### config.mk
export PLATFORM = sky130hd
export DESIGN_NAME = tipi_reg_bridge
export DESIGN_NICKNAME = d
export VERILOG_FILES = /design/src/rtl/tipi_reg_bridge.sv
export SDC_FILE = /design/constraint.sdc
export NUM_CORES = 1
export LEC_CHECK = 0
export CORE_MARGIN = 5
export CORE_UTILIZATION = 64
export CTS_BUF_LIST = sky130_fd_sc_hd__clkbuf_2 sky130_fd_sc_hd__clkbuf_4 sky130_fd_sc_hd__clkbuf_8
export DETAILED_ROUTE_END_ITERATION = 10
export PLACE_DENSITY = 0.86
export SLEW_MARGIN = 40
export SYNTH_ARGS = -nofsm -noshare
export SYNTH_HDL_FRONTEND = slang
export SYNTH_SLANG_ARGS = --single-unit
### constraint.sdc
create_clock -name clk -period 3.4 [get_ports clk]
set_input_delay 0.68 -clock clk [delete_from_list [all_inputs] [get_ports clk]]
set_output_delay 0.68 -clock clk [all_outputs]
set_load 0.005 [all_outputs]
### src/rtl/tipi_reg_bridge.sv
// rtl/tipi_reg_bridge.sv - TI-99/4A <-> Raspberry Pi register bridge for the TIPI FPGA
// TI writes land in wreg and raise a flag for the RPi; RPi shifts bytes into rreg for the TI.
module tipi_reg_bridge #(
  parameter int          CH          = 2,
  parameter int          SYNC_STAGES = 2,
  parameter logic [15:0] TOP_ADDR    = 16'h5FFF,
  localparam int         SELW        = $clog2(2 * CH)
) (
  input  logic            clk,
  input  logic            rst_n,
  input  logic            cru_dsr_en,
  input  logic [15:0]     ti_a,
  input  logic [7:0]      ti_data,
  input  logic            ti_memen,
  input  logic            ti_we,
  input  logic            ti_dbin,
  output logic [7:0]      dsr_d,
  output logic            tipi_dbus_oe,
  output logic            dsr_rom_sel,
  input  logic            rpi_sclk,
  input  logic [SELW-1:0] rpi_regsel,
  input  logic            rpi_sdata_out,
  input  logic            rpi_sle,
  output logic            rpi_sdata_in,
  output logic            rpi_irq
);

  localparam int            SW       = 29 + SELW;
  localparam logic [SW-1:0] SYNC_RST = {2'b11, {(SW - 2){1'b0}}};
  localparam logic [15:0]   ROM_LO   = 16'h4000;
  localparam logic [15:0]   ROM_HI   = 16'(int'(TOP_ADDR) - 2 * (2 * CH - 1)) & 16'hFFFE;

  // TI bit 0 is the MSB, so TI A0 is ti_a[15] here and address values compare directly.
  function automatic logic [15:0] wr_addr(input int k);
    return 16'(int'(TOP_ADDR) - 2 * k);
  endfunction

  function automatic logic [15:0] rd_addr(input int k);
    return 16'(int'(TOP_ADDR) - 2 * (CH + k));
  endfunction

  logic [SW-1:0]   sync_pipe [SYNC_STAGES];
  logic            we_s, memen_s, sclk_s, sle_s, sdata_s;
  logic [SELW-1:0] sel_s;
  logic [15:0]     a_s;
  logic [7:0]      data_s;

  // Strobes reset to their idle levels so the pipeline never fakes a bus cycle.
  always_ff @(posedge clk or negedge rst_n) begin
    if (!rst_n) begin
      for (int s = 0; s < SYNC_STAGES; s++) sync_pipe[s] <= SYNC_RST;
    end else begin
      sync_pipe[0] <= {ti_we, ti_memen, rpi_sclk, rpi_sle, rpi_sdata_out, rpi_regsel, ti_a, ti_data};
      for (int s = 1; s < SYNC_STAGES; s++) sync_pipe[s] <= sync_pipe[s-1];
    end
  end

  assign {we_s, memen_s, sclk_s, sle_s, sdata_s, sel_s, a_s, data_s} = sync_pipe[SYNC_STAGES-1];

  logic [7:0]    wreg    [CH];
  logic [7:0]    hold    [CH];
  logic [7:0]    rreg    [CH];
  logic [7:0]    pdata   [CH];
  logic [7:0]    shreg_r [CH];
  logic [7:0]    shreg_w [CH];
  logic [CH-1:0] hvalid, flag, pend, rd_hit;
  logic          we_d, sclk_d, sle_d, sdo_next;
  logic          we_rise, sclk_rise, sle_rise, wr_ok, ti_rd;

  assign we_rise   = we_s & ~we_d;
  assign sclk_rise = sclk_s & ~sclk_d;
  assign sle_rise  = sle_s & ~sle_d;
  assign wr_ok     = cru_dsr_en & ~we_s & ~memen_s;
  assign ti_rd     = cru_dsr_en & ~ti_memen & ti_dbin;

  // Read decode works on the raw bus: the TI samples data long before a synced strobe would arrive.
  always_comb begin
    rd_hit = '0;
    for (int k = 0; k < CH; k++) rd_hit[k] = ti_rd && (ti_a == rd_addr(k));
  end

  assign dsr_rom_sel  = ti_rd && (ti_a >= ROM_LO) && (ti_a < ROM_HI);
  assign tipi_dbus_oe = ~((|rd_hit) | dsr_rom_sel);

  always_comb begin
    dsr_d = '0;
    for (int k = 0; k < CH; k++) begin
      if (rd_hit[k]) dsr_d = rreg[k];
    end
  end

  always_comb begin
    sdo_next = 1'b0;
    for (int k = 0; k < CH; k++) begin
      if (sel_s == SELW'(k))      sdo_next = shreg_r[k][7];
      if (sel_s == SELW'(CH + k)) sdo_next = shreg_w[k][7];
    end
  end

  always_ff @(posedge clk or negedge rst_n) begin
    if (!rst_n) begin
      for (int k = 0; k < CH; k++) begin
        wreg[k]    <= '0;
        hold[k]    <= '0;
        rreg[k]    <= '0;
        pdata[k]   <= '0;
        shreg_r[k] <= '0;
        shreg_w[k] <= '0;
      end
      hvalid       <= '0;
      flag         <= '0;
      pend         <= '0;
      we_d         <= 1'b1;
      sclk_d       <= 1'b0;
      sle_d        <= 1'b0;
      rpi_sdata_in <= 1'b0;
      rpi_irq      <= 1'b0;
    end else begin
      we_d         <= we_s;
      sclk_d       <= sclk_s;
      sle_d        <= sle_s;
      rpi_sdata_in <= sdo_next;
      rpi_irq      <= |flag;
      for (int k = 0; k < CH; k++) begin
        if (wr_ok && a_s == wr_addr(k)) begin
          hold[k]   <= data_s;
          hvalid[k] <= 1'b1;
        end
        if (sel_s == SELW'(CH + k)) begin
          if (sle_rise) begin
            shreg_w[k] <= wreg[k];
            flag[k]    <= 1'b0;
          end else if (sclk_rise) begin
            shreg_w[k] <= {shreg_w[k][6:0], 1'b0};
          end
        end
        // Placed after the RPi clear so a commit in the same cycle keeps the flag set.
        if (we_rise && hvalid[k]) begin
          wreg[k]   <= hold[k];
          flag[k]   <= 1'b1;
          hvalid[k] <= 1'b0;
        end
        if (sclk_rise && !sle_rise && sel_s == SELW'(k))
          shreg_r[k] <= {shreg_r[k][6:0], sdata_s};
        // Never change rreg under an active TI read; park the byte in pdata instead.
        if (sle_rise && sel_s == SELW'(k)) begin
          if (rd_hit[k]) begin
            pend[k]  <= 1'b1;
            pdata[k] <= shreg_r[k];
          end else begin
            rreg[k] <= shreg_r[k];
            pend[k] <= 1'b0;
          end
        end else if (pend[k] && !rd_hit[k]) begin
          rreg[k] <= pdata[k];
          pend[k] <= 1'b0;
        end
      end
    end
  end

endmodule

# --- After elaboration in Yosys (flattened, before gate mapping) ---
# Cells that the tools add are included.
op_classes:
  reduce_logical: 38
  n_eq_ne: 9
  magnitude_cmp: 2
  muxes: 31
  n_bitwise: 15
ops:
  columns: ["op", "n"]
  rows:
  - ["$mux W8", 12]
  - ["$eq A16 B15 Y1 const B", 4]
  - ["$mux W1", 19]
  - ["$reduce_bool A2 Y1", 9]
  - ["$ge A16 B15 Y1 const B", 1]
  - ["$lt A16 B15 Y1 const B", 1]
  - ["$reduce_and A2 Y1", 8]
  - ["$logic_and A1 B1 Y1", 15]
  - ["$and A1 B1 Y1", 7]
  - ["$not A1 Y1", 7]
  - ["$eq A2 B2 Y1 const B", 2]
  - ["$ne A2 B2 Y1 const B", 2]
  - ["$reduce_or A2 Y1", 2]
  - ["$logic_not A1 Y1", 3]
  - ["$eq A2 B1 Y1 const B", 1]
  - ["$logic_not A2 Y1", 1]
  - ["$or A1 B1 Y1", 1]
word_totals:
  regBits: 169
  word_cells: 120
  inputBits: 35
  out_inout_bits: 12

# --- Longest topological paths before layout ---
# Gate-level depths: netlist of run 1.
logic_depth:
  ltp_word: 8
  mapped_depth: 6
  mapped_depth_nobuf: 4

# --- Worst setup path before layout of run 1 ---
# No wires, ideal clock.
synth_timing:
  path_kind: "input-to-output"
  startpoint: "in ti_a[10]"
  endpoint: "out dsr_d[0]"
  stages: 5
  arrival_ns: 1.921
  path_buffers: 1
  path_slack_ns: 0.799
  t_required_ns: 2.720
  cell_sequence: "nand4_1 nor3_2 and4_1 buf_2 a22o_1"
synth_via:
  elab_chain_len: 4
  word_cells_on_any_way: 6
  classes_between: "eq/ne: 2; mux: 2; reduce/logical: 2"
synth_lines:
  columns: ["element", "line_no", "rtl"]
  rows:
  - ["from (decl)", "12", "input logic [15:0] ti_a,"]
  - ["$eq A16 B15 Y1", "79", "for (int k = 0; k < CH; k++) rd_hit[k] = ti_rd && (ti_a == rd_addr(k));"]
  - ["$logic_and A1 B1 Y1", "79", null]
  - ["$mux W8", "88", "if (rd_hit[k]) dsr_d = rreg[k];"]
  - ["$mux W8 (*)", "88", null]
  - ["to (decl)", "17", "output logic [7:0] dsr_d,"]
# Every way passes the cells marked *; elsewhere a longest branch is shown, timed or not.

# --- Worst setup path in the final report of run 1 ---
layout_timing:
  startpoint: "in ti_a[9]"
  endpoint: "out dsr_d[0]"
# Same word-level chain as after synthesis.

==> impl_metrics.env, run 1 <==
export IMPL_status="complete, no violations"
export IMPL_maxSlewHeadroom_pct=55.5
export IMPL_gp_congestion=0.789
export IMPL_vias=3496
export IMPL_startpoint_type="input port"
export IMPL_tightest_slew_ns=0.668
export IMPL_dieArea_sq_mm=0.0116
export IMPL_finalHoldViolations=0
export IMPL_drc=0
export IMPL_synthCells=402
export IMPL_fin_ws_ns=0.0669
export IMPL_timing_final_crit_share_pct=98.0
export IMPL_via_per_inst=5.77
export IMPL_syn_area_sq_mm=0.00610
export IMPL_nets=499
export IMPL_core_sq_mm=0.00928
export IMPL_ys_flop_type="dfrtp_1"
export IMPL_clock_latency_ns=0.44
export IMPL_overflow=0
export IMPL_cts_buffers=17
export IMPL_setup_tns_ns=0
export IMPL_wl_per_cell_microns=19.0
export IMPL_powerDensity_mw_per_mm2=545
export IMPL_finalClockSkew_ns=0.0152
export IMPL_antenna_found_initial=0
export IMPL_whs_ns=0.202
export IMPL_drt_iter0_drc=156
export IMPL_ctsHoldBuffers=0
export IMPL_area_delta_synth_final_pct=17.8
export IMPL_cap_violations=0
export IMPL_tritoncts="built"
export IMPL_fp_row_count=35
export IMPL_io_pins=47
export IMPL_path_clk_slew_ns=0.09
export IMPL_n_antenna_cell=0
export IMPL_crit_fanout=8
export IMPL_min_period_ns=3.33
export IMPL_wl_microns=11500
export IMPL_grt_start_max_net_pins=68
export IMPL_critical_path_arrival_ns=2.65
export IMPL_final_common_cell="dfrtp_1"
export IMPL_final_area_sq_mm=0.00719
export IMPL_port_buffers=46
export IMPL_dr_pass1_iters=5
export IMPL_synthesis_nets=437
export IMPL_die_h_microns=108
export IMPL_ctsHtreeMaxLevel=4
export IMPL_syn_avg_cell_area_sq_um=15.2
export IMPL_final_core_utilization_pct=77.4
export IMPL_drive_gt1_share_pct=27.5
export IMPL_placedInstanceArea_sq_mm=0.00675
export IMPL_yosysWarnings=0
export IMPL_mostFrequentLayoutCells="dfrtp_1, mux2_2, clkdlybuf4s50_1"
export IMPL_numClockSinks=169
export IMPL_grt_pass1_wl_microns=19600
export IMPL_hold_path_class="input port to asynchronous set/reset pin"
export IMPL_leakage_nw=3.29
export IMPL_nFillCells=530
export IMPL_antenna_left=0
export IMPL_synth_edf_count=0
export IMPL_report_final_slew_viol_count=0
export IMPL_track_usage_pct=22.4
export IMPL_place_ws_ns=-0.0584
export IMPL_fmax_mhz=300
export IMPL_cts_root_buffer="clkbuf_8"
export IMPL_ys_seq_area_share_pct=69.4
export IMPL_cts_buffer_depth=2
export IMPL_dp_cells=574
export IMPL_power_mw=3.92
export IMPL_die_w_microns=108
export IMPL_synth_async_reset_ratio_pct=100
export IMPL_synth_seq_cells=169
export IMPL_first_global_vias=3744
export IMPL_postCtsSetupBuffers=0
export IMPL_endpoint_kind="output port"
export IMPL_dp_hpwl_microns=7790
export IMPL_finalSetupViolCount=0
export IMPL_start_util_pct=65.7
export IMPL_synth_cell_type_count=43
export IMPL_ir_drop_v=0.000285
export IMPL_cp_required_ns=2.72
export IMPL_worst_setup_path_type="input port to output port"
export IMPL_layoutNonFillerInstCount=606
[final timing paths]
path                               start           to  slack [ns]  cells after the start
max reg2reg                     sel_s[1]     pdata[5]        1.15                      4
min reg2reg                sync_pipe[36]    data_s[5]        0.35                      0
max in group asynchronous          rst_n  shreg_r[14]        2.28                      2
max                              ti_a[9]     dsr_d[0]        0.07                      6
min                                rst_n     pdata[9]        0.20                      1
min in group clk           sync_pipe[36]    data_s[5]        0.35                      0
[power by group]
part | switching (mW) | internal [mW]
combinational | 0.118 | 0.131
sequential | 0.0991 | 2.15
clock | 0.738 | 0.687
total | 0.955 | 2.97
[cell usage after synthesis (2+ instances only)]
library cell / number / area share (%)
nor2_1: 13 / 0.80
o22ai_1: 16 / 1.6
nor2b_1: 6 / 0.62
clkbuf_1: 6 / 0.37
o21ai_0: 10 / 0.82
nand4_1: 6 / 0.62
nand4bb_1: 2 / 0.37
nor4bb_1: 2 / 0.33
a21oi_1: 3 / 0.25
inv_1: 3 / 0.18
nor3_2: 2 / 0.33
buf_2: 3 / 0.25
nor3_1: 2 / 0.16
a31oi_1: 6 / 0.62
buf_4: 2 / 0.25
a2bb2oi_1: 14 / 2.0
nand2b_1: 4 / 0.41
buf_6: 2 / 0.37
and3_1: 2 / 0.20
nand2_1: 30 / 1.8
dfrtp_1: 164 / 67
or2_2: 2 / 0.20
a22o_1: 8 / 1.1
o2bb2a_1: 2 / 0.33
dfstp_2: 5 / 2.2
mux2_2: 63 / 12
mux2i_1: 8 / 1.3
[flip-flops by register name, indices dropped and copies added, names as in the netlist, 2 cells and up]
register and flops:
sync_pipe 32, flag 2, wreg 16, hold 16, a_s 16, shreg_w 16
pend 2, sel_s 2, rreg 16, shreg_r 16, hvalid 2, data_s 8
pdata 16
[metal layers]
layer  up-vias  wire (microns)  GRT usage [%]  part of all wire, %
li1       1586               -              -                    -
met1      1812            5060           31.2                   44
met2        82            5720           34.8                   50
met3        16             574           5.58                  5.0
met4         0             182           7.66                  1.6
met5         -               0              0                    0
[cell families (layout without fill, tap and decap cells)]
family / Yosys count / count (layout) / share of synthesized area [%]
DFF: 169 / 169 / 69.4
buffers and inverters: 16 / 91 / 1.41
muxes: 73 / 73 / 13.5
and+or+nand+nor: 80 / 80 / 7.79
AOI/OAI and AO/OA: 64 / 64 / 7.91
[final cells by class]
cell class | count | area [sq um] | share of cell area (%)
Clock inverter | 13 | 155 | 2.16
Sequential cell | 169 | 4240 | 58.9
Clock buffer | 19 | 249 | 3.46
Multi-Input combinational cell | 217 | 1830 | 25.4
Timing Repair Buffer | 56 | 549 | 7.64
Inverter | 3 | 11.3 | 0.157
Tap cell | 129 | 161 | 2.25
[critical path, stage by stage]
cell and delay [ns]:
clkdlybuf4s50_1 0.50, nand4_1 0.15, nor3_4 0.29, and3_2 0.32, a22o_1 0.18, clkdlybuf4s50_1 0.53
[timing repair]
action,4_1_cts,5_1_grt
pin swaps,0,0
resized for setup,3,5
endpoints found under the setup margin,8,8
(Power assumes the default switching activity.)
==> run 2: changes to the inputs <==
- ABC_AREA: not set -> 1
- CORE_UTILIZATION: 64 -> 65
- CTS_CLUSTER_SIZE: not set -> 20
- PLACE_DENSITY: 0.86 -> 0.87
- SLEW_MARGIN: 40 -> 20
==> run 2 against run 1 <==
  * Cell count is 46% higher
  * Critical endpoint is now dsr_d[1]
  * Combinational power is 9.2% lower
  * Power is 6.2% lower
  * Setup slack better by 0.10 ns
  * Clock skew is 0.00068 ns higher
  * Count of clock-buffer cells in the layout is 1 lower
  * Register-to-register slack better by 0.42 ns
  * Synthesized area is 8.5% higher
  * Sequential power is 5% lower
==> impl_metrics.env, run 2 <==
export IMPL_synth_edf_count=0
export IMPL_hold_path_class="input port to asynchronous set/reset pin"
export IMPL_placedInstanceArea_sq_mm=0.00720
export IMPL_synthesis_nets=718
export IMPL_nets=775
export IMPL_fmax_mhz=310
export IMPL_numClockSinks=169
export IMPL_n_antenna_cell=0
export IMPL_powerDensity_mw_per_mm2=485
export IMPL_die_h_microns=111
export IMPL_cts_buffers=17
export IMPL_switchingPower_mw=0.956
export IMPL_synthCells=683
export IMPL_drc=0
export IMPL_critical_path_arrival_ns=2.55
export IMPL_via_per_inst=5.41
export IMPL_ys_seq_area_share_pct=64.0
export IMPL_ctsHtreeMaxLevel=4
export IMPL_cp_required_ns=2.72
export IMPL_crit_fanout=9
export IMPL_yosys_top_cells_count="nand2_1, dfrtp_1, inv_1"
export IMPL_antenna_left=0
export IMPL_tritoncts="built"
export IMPL_wl_microns=13400
export IMPL_dr_pass1_iters=6
export IMPL_leakage_nw=3.74
export IMPL_vias=4797
export IMPL_cap_violations=0
export IMPL_pwr_share_comb_pct=6.1
export IMPL_report_final_slew_viol_count=0
export IMPL_ctsHoldBuffers=0
export IMPL_gp_congestion=0.845
export IMPL_start_util_pct=67.1
export IMPL_grt_pass1_wl_microns=22600
export IMPL_r2r_cells=8
export IMPL_yosys_area_top_type="dfrtp_1"
export IMPL_synth_area_top_cells="dfrtp_1, nand2_1, nand3_1"
export IMPL_largest_reg_flops=32
export IMPL_ir_drop_v=0.000361
export IMPL_power_frac_clock_pct=35.5
export IMPL_synth_seq_cells=169
export IMPL_clock_latency_ns=0.47
export IMPL_core_sq_mm=0.00986
export IMPL_rr_startpoint="sle_d"
export IMPL_cts_buffer_depth=2
export IMPL_syn_avg_cell_area_sq_um=9.69
export IMPL_worst_setup_path_type="input port to output port"
export IMPL_tightest_slew_ns=0.912
export IMPL_synth_cell_type_count=29
export IMPL_first_global_vias=4810
export IMPL_cp_startpoint="ti_a[8]"
export IMPL_mostFrequentLayoutCells="nand2_1, dfrtp_1, inv_1"
export IMPL_final_core_utilization_pct=76.9
export IMPL_status="complete, no violations"
export IMPL_grt_start_max_net_pins=103
export IMPL_port_buffers=46
export IMPL_io_pins=47
export IMPL_ys_flop_type="dfrtp_1"
export IMPL_r2r_slack_ns=1.57
export IMPL_synth_async_reset_ratio_pct=100
export IMPL_fp_row_count=36
export IMPL_path_clk_slew_ns=0.10
export IMPL_finalSetupViolCount=0
export IMPL_final_area_sq_mm=0.00758
export IMPL_syn_area_sq_mm=0.00662
export IMPL_rsz0062_at_grt="false"
export IMPL_synth_top_area_share_pct=62.0
export IMPL_track_usage_pct=23.2
export IMPL_finalClockSkew_ns=0.0158
export IMPL_maxSlewHeadroom_pct=39.0
export IMPL_wl_per_cell_microns=15.1
export IMPL_p_int_mw=2.72
export IMPL_area_delta_synth_final_pct=14.5
export IMPL_dieArea_sq_mm=0.0123
export IMPL_drive_gt1_share_pct=11.2
export IMPL_critPathCapture="dsr_d[1]"
export IMPL_dp_hpwl_microns=8900
export IMPL_swShare_pct=26.0
export IMPL_die_w_microns=111
export IMPL_overflow=0
export IMPL_final_common_cell="nand2_1"
export IMPL_drt_iter0_drc=438
export IMPL_regMostFlops="sync_pipe"
export IMPL_startpoint_type="input port"
export IMPL_setup_tns_ns=0
export IMPL_r2r_end="pdata[9]"
export IMPL_p_seq_share_pct=58.3
export IMPL_cts_root_buffer="clkbuf_8"
export IMPL_antenna_found_initial=0
export IMPL_finalHoldViolations=0
export IMPL_min_period_ns=3.23
export IMPL_yosysWarnings=0
export IMPL_synth_most_common_cell="nand2_1"
export IMPL_endpoint_kind="output port"
export IMPL_timing_final_crit_share_pct=95.0
run 2: worst min-delay path by stage:
stage | start | end | slack [ns] | cells past startpoint
after global placement | sync_pipe[47] | a_s[8] | 0.33 | 0
after floorplan | sync_pipe[39] | a_s[0] | 0.33 | 0
after detailed placement | sync_pipe[52] | a_s[13] | 0.33 | 0
after CTS | rst_n | wreg[3] | 0.33 | 1
after global routing | sync_pipe[56] | sel_s[1] | 0.36 | 0
final | rst_n | wreg[3] | 0.30 | 1
run 2: routing by layer:
metal	track usage [%]	vias to the layer above	share of wire [%]
met4	9.77	0	2.3
met5	0	-	0
met3	6.82	27	5.5
met1	29.5	2314	42
li1	-	2302	-
met2	37.5	154	51
run 2: cell families after synthesis:
kind of cell	share of synthesized area (%)
AOI/OAI and AO/OA	5.90
buffers and inverters	5.63
DFF	64.0
and+or+nand+nor	24.5
run 2: worst max-delay path, stage by stage:
cell             delay [ns]
clkdlybuf4s50_1        0.49
nand2_1                0.08
nor2_1                 0.15
nand2_2                0.19
nor2_8                 0.23
nand3_1                0.10
nand2_1                0.10
clkdlybuf4s50_1        0.53
run 2: power groups by stage:
stage / logic [mW] / registers [mW] / clock network, mW
2_1_floorplan: 0.108 / 2.17 / 0
3_3_place_gp: 0.214 / 2.18 / 0
3_5_place_dp: 0.225 / 2.18 / 0
4_1_cts: 0.228 / 2.14 / 1.33
5_1_grt: 0.259 / 2.15 / 1.41
6_report: 0.226 / 2.14 / 1.31
run 2: stage by stage:
stage,hold slack (ns),cells,total power [mW],setup slack [ns]
2_1_floorplan,0.331,683,2.28,1.24
3_3_place_gp,0.333,852,2.39,0.296
3_5_place_dp,0.335,852,2.41,0.119
4_1_cts,0.332,884,3.70,0.120
5_1_grt,0.361,886,3.82,0.0229
6_report,0.297,886,3.68,0.171
run 2: area by class of cell:
type	count	area, sq um
clock buffers	18	248
flip-flops and latches	169	4240
multi-input cells	432	2030
clock inverters	14	111
well taps	133	166
inverters	64	241
repair buffers	56	549
fillers	610	2280
run 2: timing repair:
item	4_1_cts	5_1_grt
buffers inserted	0	1
gates resized for setup	0	4
setup endpoints to repair	0	8
==> run 3: changes to the inputs <==
- CORE_MARGIN: 5 -> not set
==> run 3 against run 2 <==
  * Worst hold slack gained 0.046 ns
  * Non-clock buffer count is the same
  * Clock skew shrank 0.0062 ns
  * Core utilization grew 0.80 points
  * Clock power grew 13%
  * Wire length shrank 7.0%
  * Critical path type unchanged
  * Critical endpoint is now dsr_d[5]
  * Largest cell class unchanged
==> impl_metrics.env, run 3 (synthesis gave the netlist of run 2 again) <==
export IMPL_gp_congestion=0.817
export IMPL_die_h_microns=103
export IMPL_cts_buffers=17
export IMPL_use_met1_pct=33.2
export IMPL_power_mw=3.84
export IMPL_largest_reg_flops=32
export IMPL_cp_required_ns=2.72
export IMPL_setup_tns_ns=0
export IMPL_worst_setup_path_type="input port to output port"
export IMPL_n_antenna_cell=0
export IMPL_startpoint_type="input port"
export IMPL_mostFrequentLayoutCells="nand2_1, dfrtp_1, inv_1"
export IMPL_timing_final_crit_share_pct=93.5
export IMPL_vias=4689
export IMPL_fmax_mhz=315
export IMPL_ctsHtreeMaxLevel=4
export IMPL_drt_iter0_drc=247
export IMPL_grt_busiest_layer="met2"
export IMPL_critical_path_arrival_ns=2.50
export IMPL_nets=774
export IMPL_via_per_inst=5.30
export IMPL_leakage_nw=3.78
export IMPL_dr_pass1_iters=5
export IMPL_fin_ws_ns=0.222
export IMPL_finalClockSkew_ns=0.00963
export IMPL_regMostFlops="sync_pipe"
export IMPL_grt_pass1_wl_microns=20300
export IMPL_hold_path_class="input port to asynchronous set/reset pin"
export IMPL_postCtsSetupBuffers=0
export IMPL_die_w_microns=103
export IMPL_io_pins=47
export IMPL_path_clk_slew_ns=0.08
export IMPL_overflow=0
export IMPL_cts_buffer_depth=2
export IMPL_ir_drop_v=0.000507
export IMPL_dieArea_sq_mm=0.0106
export IMPL_whs_ns=0.343
export IMPL_clock_latency_ns=0.45
export IMPL_numClockSinks=169
export IMPL_wl_per_cell_microns=14.0
export IMPL_endpoint_kind="output port"
export IMPL_dp_hpwl_microns=8640
export IMPL_fp_row_count=36
export IMPL_antenna_found_initial=0
export IMPL_place_ws_ns=0.214
export IMPL_powerDensity_mw_per_mm2=504
export IMPL_report_final_slew_viol_count=0
export IMPL_core_sq_mm=0.00982
export IMPL_first_global_vias=4514
export IMPL_area_delta_synth_final_pct=15.2
export IMPL_tritoncts="built"
export IMPL_min_period_ns=3.18
export IMPL_track_usage_pct=26.1
export IMPL_maxSlewHeadroom_pct=34.4
export IMPL_drc=0
export IMPL_cts_resized=0
export IMPL_finalSetupViolCount=0
export IMPL_cap_violations=0
export IMPL_grt_use_met2_pct=42.8
export IMPL_wl_microns=12400
export IMPL_antenna_left=0
export IMPL_drive_gt1_share_pct=10.6
export IMPL_final_common_cell="nand2_1"
export IMPL_finalHoldViolations=0
export IMPL_cts_root_buffer="clkbuf_8"
export IMPL_rsz0062_at_grt="false"
export IMPL_start_util_pct=67.4
export IMPL_ctsHoldBuffers=0
export IMPL_tightest_slew_ns=0.984
export IMPL_status="complete, no violations"
export IMPL_grt_start_max_net_pins=111
export IMPL_crit_fanout=17
export IMPL_use_met3_pct=7.66
export IMPL_port_buffers=46
-- run 3: per-layer routing --
layer	up-vias	part of all wire (%)
li1	2289	-
met1	2256	43
met2	126	51
met3	18	4.3
met4	0	1.5
met5	-	0
-- run 3: final timing paths --
kind	endpoint	slack [ns]	startpoint	cells past startpoint
max	dsr_d[5]	0.22	ti_a[5]	8
min	shreg_w[13]	0.34	rst_n	1
max reg2reg	rreg[4]	1.60	sle_d	8
min reg2reg	a_s[10]	0.35	sync_pipe[49]	0
max in group asynchronous	memen_s	2.19	rst_n	2
min in group clk	a_s[10]	0.35	sync_pipe[49]	0
-- run 3: power by group --
| group | total [mW] | switching [mW] | leakage (nW) | internal, mW |
|---|---|---|---|---|
| sequential | 2.14 | 0.0477 | 2.18 | 2.10 |
| combinational | 0.226 | 0.141 | 1.38 | 0.0841 |
| clock | 1.48 | 0.712 | 0.219 | 0.764 |
| total | 3.84 | 0.901 | 3.78 | 2.94 |
-- run 3: stage by stage --
stage	area, sq um	std cells	utilization (%)
after floorplan	6620	683	-
after detailed placement	7210	853	73.4
final	7630	885	77.7
after CTS	7630	885	77.7
after global routing	7630	885	77.7
after global placement	7210	853	73.4
-- run 3: area by class of cell --
class                   count  area [sq um]
well taps                 133           166
clock buffers              19           255
clock inverters            13           166
flip-flops and latches    169          4240
multi-input cells         431          2010
repair buffers             56           549
fillers                   677          2190
inverters                  64           241
-- run 3: critical path, stage by stage --
cell and delay, ns:
clkdlybuf4s50_1 0.48, nand2_1 0.08, nor2_1 0.15, nand2_1 0.15, nor2_8 0.26, nand3_1 0.11, nand2_1 0.08, clkdlybuf4s50_1 0.50
==> RTL edit 1, RTL diff (settings of run 1) <==
Register the output `dsr_d`, without a reset; this adds one clock of latency there. The other outputs are not delayed to match.
--- a/src/rtl/tipi_reg_bridge.sv
+++ b/src/rtl/tipi_reg_bridge.sv
@@ -29,6 +29,8 @@
   localparam logic [SW-1:0] SYNC_RST = {2'b11, {(SW - 2){1'b0}}};
   localparam logic [15:0]   ROM_LO   = 16'h4000;
   localparam logic [15:0]   ROM_HI   = 16'(int'(TOP_ADDR) - 2 * (2 * CH - 1)) & 16'hFFFE;
+
+  logic [7:0] dsr_d_d;
 
   // TI bit 0 is the MSB, so TI A0 is ti_a[15] here and address values compare directly.
   function automatic logic [15:0] wr_addr(input int k);
@@ -83,9 +85,9 @@
   assign tipi_dbus_oe = ~((|rd_hit) | dsr_rom_sel);
 
   always_comb begin
-    dsr_d = '0;
+    dsr_d_d = '0;
     for (int k = 0; k < CH; k++) begin
-      if (rd_hit[k]) dsr_d = rreg[k];
+      if (rd_hit[k]) dsr_d_d = rreg[k];
     end
   end
 
@@ -159,5 +161,9 @@
     end
   end
 
+  always_ff @(posedge clk) begin
+    dsr_d <= dsr_d_d;
+  end
+
 endmodule
 
Formal check against the unedited RTL: not equivalent (Yosys sat finds a counterexample within 10 cycles, from zero or initial values and one cycle with rst_n low).
==> RTL edit 1 against run 1 <==
Sequential power rose by 4%; final cell count rose by 1.5%; setup slack better by 0.48 ns; synthesized area increased by 2.6%; final area up 1.1%; sequential cell count is 8 higher; routed wire length decreased by 5.5%; power shrank 0.81%; register-to-register slack improved by 0.05 ns; sequential share of layout area increased by 1.6 points; maximum frequency up 17%; critical path depth did not move; clock skew decreased by 0.0037 ns; global-route usage down 1.6 points; critical path type unchanged; critical endpoint is now tipi_dbus_oe; largest cell class unchanged; largest power group unchanged.
==> RTL edit 1: results (changes against run 1) <==
Status: complete, no violations (unchanged)
Post-route minimum period: 2.86 ns (was 3.33 ns)
Critical Path Start: ti_a[10] (was ti_a[9])
Worst slack at placement: 0.537 ns (was -0.0584 ns)
RR Endpoint: pdata[2] (was pdata[5])
Routed WL per cell: 17.7 µm (was 19.0 µm)
Slew margin rel.: 0.575 (was 0.555)
Worst setup endpoint: tipi_dbus_oe (was dsr_d[0])
Crit path arrival time: 2.18 ns (was 2.65 ns)
Routability Congestion: 0.822 (was 0.789)
Vias per cell: 5.62 (was 5.77)
Core area: 9640 µm² (was 9280 µm²)
Drt initial violations: 221 (was 156)
Iteration count of the initial detailed-routing pass: 4 (was 5)
Final net count: 504 (was 499)
Yosys cell types: 44 (was 43)
Leakage: 3.31 nW (was 3.29 nW)
Complex-gate fraction of the synthesized area: 0.0771 (was 0.0791)
Fraction of registers with async set/reset: 0.955 (was 1.00)
Post-synthesis mux area share: 0.131 (was 0.135)
Worst-path fanout max: 3 (was 8)
R2R depth: 4 (unchanged)
Post-Syn Nets: 445 (was 437)
Largest net degree at the start of global routing: 78 (was 68)
Clk_skew: 0.0114 ns (was 0.0152 ns)
Worst vdd ir: 248 µV (was 285 µV)
[RTL edit 1: cell types whose count changed after synthesis]
cell | before | now
dfxtp_1 | 0 | 8
[RTL edit 1: cell type report]
class / instances / area, µm²
clock buffers: 22 / 297
fillers: 577 / 2370
well taps: 133 / 166
inverters: 3 / 11.3
multi-input cells: 217 / 1790
clock inverters: 10 / 75.1
repair buffers: 53 / 527
flip-flops and latches: 177 / 4400
[RTL edit 1: worst min-delay path by stage]
stage	start	endpoint	slack, ns	cells past startpoint
floorplan	sync_pipe[39]	a_s[0]	0.33	0
finish	rst_n	sync_pipe[57]	0.20	1
detailed placement	sync_pipe[40]	a_s[1]	0.33	0
CTS	rst_n	pdata[11]	0.20	1
global route	rst_n	sync_pipe[57]	0.23	1
global placement	sync_pipe[34]	data_s[3]	0.33	0
[RTL edit 1: layer usage]
metal  part of all wire  track usage  vias up
met3              0.053       0.0622       19
li1                   -            -     1596
met2               0.47        0.307       79
met4              0.016       0.0848        0
met5                  0            0        -
met1               0.46        0.292     1765
[RTL edit 1: where the power goes]
group / internal (W) / leakage, nW / switching [W]
Combinational: 0.000128 / 0.924 / 0.000110
Clock: 0.000596 / 0.181 / 0.000723
Sequential: 0.00224 / 2.20 / 0.0000909
[RTL edit 1: cells by family after synthesis]
group	Yosys count
AO/OA/AOI/OAI	64
multiplexers	73
AND/OR/NAND/NOR	80
buffers and inverters	16
flip-flops	177
[RTL edit 1: metrics by stage]
stage          cell area [µm²]  hold slack, ns  total power [W]  cells   util
3_3_place_gp              6880           0.332          0.00259    583  0.714
6_report                  7270           0.200          0.00389    615  0.754
5_1_grt                   7270           0.232          0.00406    615  0.754
4_1_cts                   7270           0.199          0.00392    615  0.754
3_5_place_dp              6890           0.335          0.00261    583  0.715
2_1_floorplan             6260           0.331          0.00247    410      -
[RTL edit 1: worst max-delay path, delay by kind of cell]
| kind | cells | cell delay, ns |
|---|---|---|
| AND/OR/NAND/NOR | 4 | 0.53 |
| buffers and inverters | 2 | 0.97 |
==> RTL edit 2, RTL diff (settings of run 1) <==
Made on the original files. Change the parameter `SYNC_STAGES` from 2 to 4.
--- a/src/rtl/tipi_reg_bridge.sv
+++ b/src/rtl/tipi_reg_bridge.sv
@@ -2,7 +2,7 @@
 // TI writes land in wreg and raise a flag for the RPi; RPi shifts bytes into rreg for the TI.
 module tipi_reg_bridge #(
   parameter int          CH          = 2,
-  parameter int          SYNC_STAGES = 2,
+  parameter int          SYNC_STAGES = 4,
   parameter logic [15:0] TOP_ADDR    = 16'h5FFF,
   localparam int         SELW        = $clog2(2 * CH)
 ) (
Function: changed (Yosys sat finds a counterexample within 10 cycles, from zero or initial values and one cycle with rst_n low).
==> RTL edit 2 against run 1 <==
Power up 42%; final area up 27%; global-route usage down 1.2 points; routed wire length up 23%; sequential cell count up 62; setup slack worse by 0.0012 ns; sequential share of layout area up 4.4 points; synthesized cell count up 16%; critical endpoint is now dsr_d[4]; core utilization down 0.32 points; clock power up 59%; largest cell class unchanged; register-to-register slack worse by 0.17 ns; final cell count up 19%; synthesized area up 25%.
==> RTL edit 2: results (changes against run 1) <==
Layout clock area frac: 0.0793 (was 0.0562)
Non-clk buf share: 0.0654 (was 0.0764)
Area occupied by registers: 5790 µm² (was 4240 µm²)
Fin cells: 720 (was 606)
Multi-input logic area: 1840 µm² (was 1830 µm²)
Routed WL per cell: 19.7 µm (was 19.0 µm)
Buffers outside the clock class: 60 (was 56)
Status: complete, no violations (unchanged)
CTS Buffer Depth: 3 (was 2)
Leakage: 4.28 nW (was 3.29 nW)
Yosys cell types: 38 (was 43)
Reg clk slew, reported paths: 0.06 ns (was 0.09 ns)
Multi-In Gates: 219 (was 217)
H-tree Lvls: 2 (was 4)
Initial antenna violation count: 0 (unchanged)
Ant diodes: 0 (unchanged)
ANT nets after route: 0 (unchanged)
Vias per cell: 5.84 (was 5.77)
HP Class: in2async (unchanged)
TritonCTS Buffers: 36 (was 17)
Vias in the first global route: 4621 (was 3744)
Root Buffer Master: clkbuf_8 (unchanged)
Routability Congestion: 0.822 (was 0.789)
Fraction of registers with async set/reset: 1.00 (unchanged)
Worst slack at placement: -0.125 ns (was -0.0584 ns)
Synth Flop Type: dfrtp_1 (unchanged)
Final net count: 585 (was 499)
Worst slew pin tran: 0.814 ns (was 0.668 ns)
Clk_skew: 0.0245 ns (was 0.0152 ns)
Hpwl dp: 8710 µm (was 7790 µm)
Crit path arrival time: 2.65 ns (about the same)
Port Buffers: 46 (unchanged)
First-pass GRT wire length: 24000 µm (was 19600 µm)
Total GRT Usage: 0.211 (was 0.224)
Worst-skew pair later-pin latency: 0.49 ns (was 0.44 ns)
Drt initial violations: 407 (was 156)
Ratio of cells with drive above 1 in the final layout: 0.279 (was 0.275)
Largest net degree at the start of global routing: 97 (was 68)
FF+latch count: 231 (was 169)
Post-Syn Instances: 466 (was 402)
Synth cell count leaders: 222 x dfrtp_1, 48 x mux2_2, 32 x nand2_1 (was 164 x dfrtp_1, 63 x mux2_2, 30 x nand2_1)
Placed Cells: 657 (was 574)
Clkbuf count: 56 (was 19)
Post-route minimum period: 3.33 ns (about the same)
R2r setup slk: 0.98 ns (was 1.15 ns)
Inverters: 2 (was 3)
Register area share after synthesis: 0.756 (was 0.694)
Worst-path fanout max: 8 (unchanged)
Largest cells by area after synthesis: dfrtp_1 73%, mux2_2 7.1%, mux2_4 3.1% (was dfrtp_1 67%, mux2_2 12%, dfstp_2 2.2%)
Post-Syn Nets: 501 (was 437)
Max reg flops: 94 (was 32)
Worst vdd ir: 343 µV (was 285 µV)
Fill cell count: 631 (was 530)
## RTL edit 2: where the power goes
part / switching (W) / total [W] / internal (W)
combinational: 0.000133 / 0.000265 / 0.000132
sequential: 0.000106 / 0.00303 / 0.00293
clock: 0.000984 / 0.00228 / 0.00130
## RTL edit 2: timing repair
item,CTS,global route
buffers inserted,1,1
setup endpoints to repair,8,6
pin swaps,1,3
hold buffers,0,0
resized for setup,3,3
hold endpoints to repair,0,0
## RTL edit 2: path summary, 6_finish.rpt
path | cells past startpoint | startpoint | to
max in group asynchronous | 2 | rst_n | shreg_r[7]
min reg2reg | 0 | sync_pipe[58] | sle_s
min | 1 | rst_n | sync_pipe[67]
max | 7 | ti_a[3] | dsr_d[4]
min in group clk | 0 | sync_pipe[58] | sle_s
max reg2reg | 4 | sel_s[1] | rreg[6]
## RTL edit 2: per-stage QoR
stage	cell area (µm²)	TNS, ns	hold slack (ns)
floorplan	7660	0	0.331
global placement	8350	0	0.331
detailed placement	8370	-0.532	0.335
CTS	9120	0	0.228
global route	9150	-0.0868	0.252
finish	9150	0	0.216
## RTL edit 2: cells by family after synthesis
group	synth area share
AO/OA/AOI/OAI	0.0598
AND/OR/NAND/NOR	0.0570
multiplexers	0.117
flip-flops	0.756
buffers and inverters	0.0101
## RTL edit 2: routing by layer
metal / GRT usage / share of wire / vias to the layer above / wire length [µm]
li1: - / - / 1825 / -
met1: 0.284 / 0.41 / 2207 / 5790
met2: 0.351 / 0.52 / 144 / 7430
met3: 0.0399 / 0.048 / 27 / 679
met4: 0.0737 / 0.020 / 0 / 280
met5: 0 / 0 / - / 0
## RTL edit 2: worst max-delay path: stages
cell and delay, ns:
clkdlybuf4s50_1 0.51, nand4_1 0.16, nor3_4 0.25, and4_1 0.22
buf_4 0.17, a22o_1 0.14, clkdlybuf4s50_1 0.52
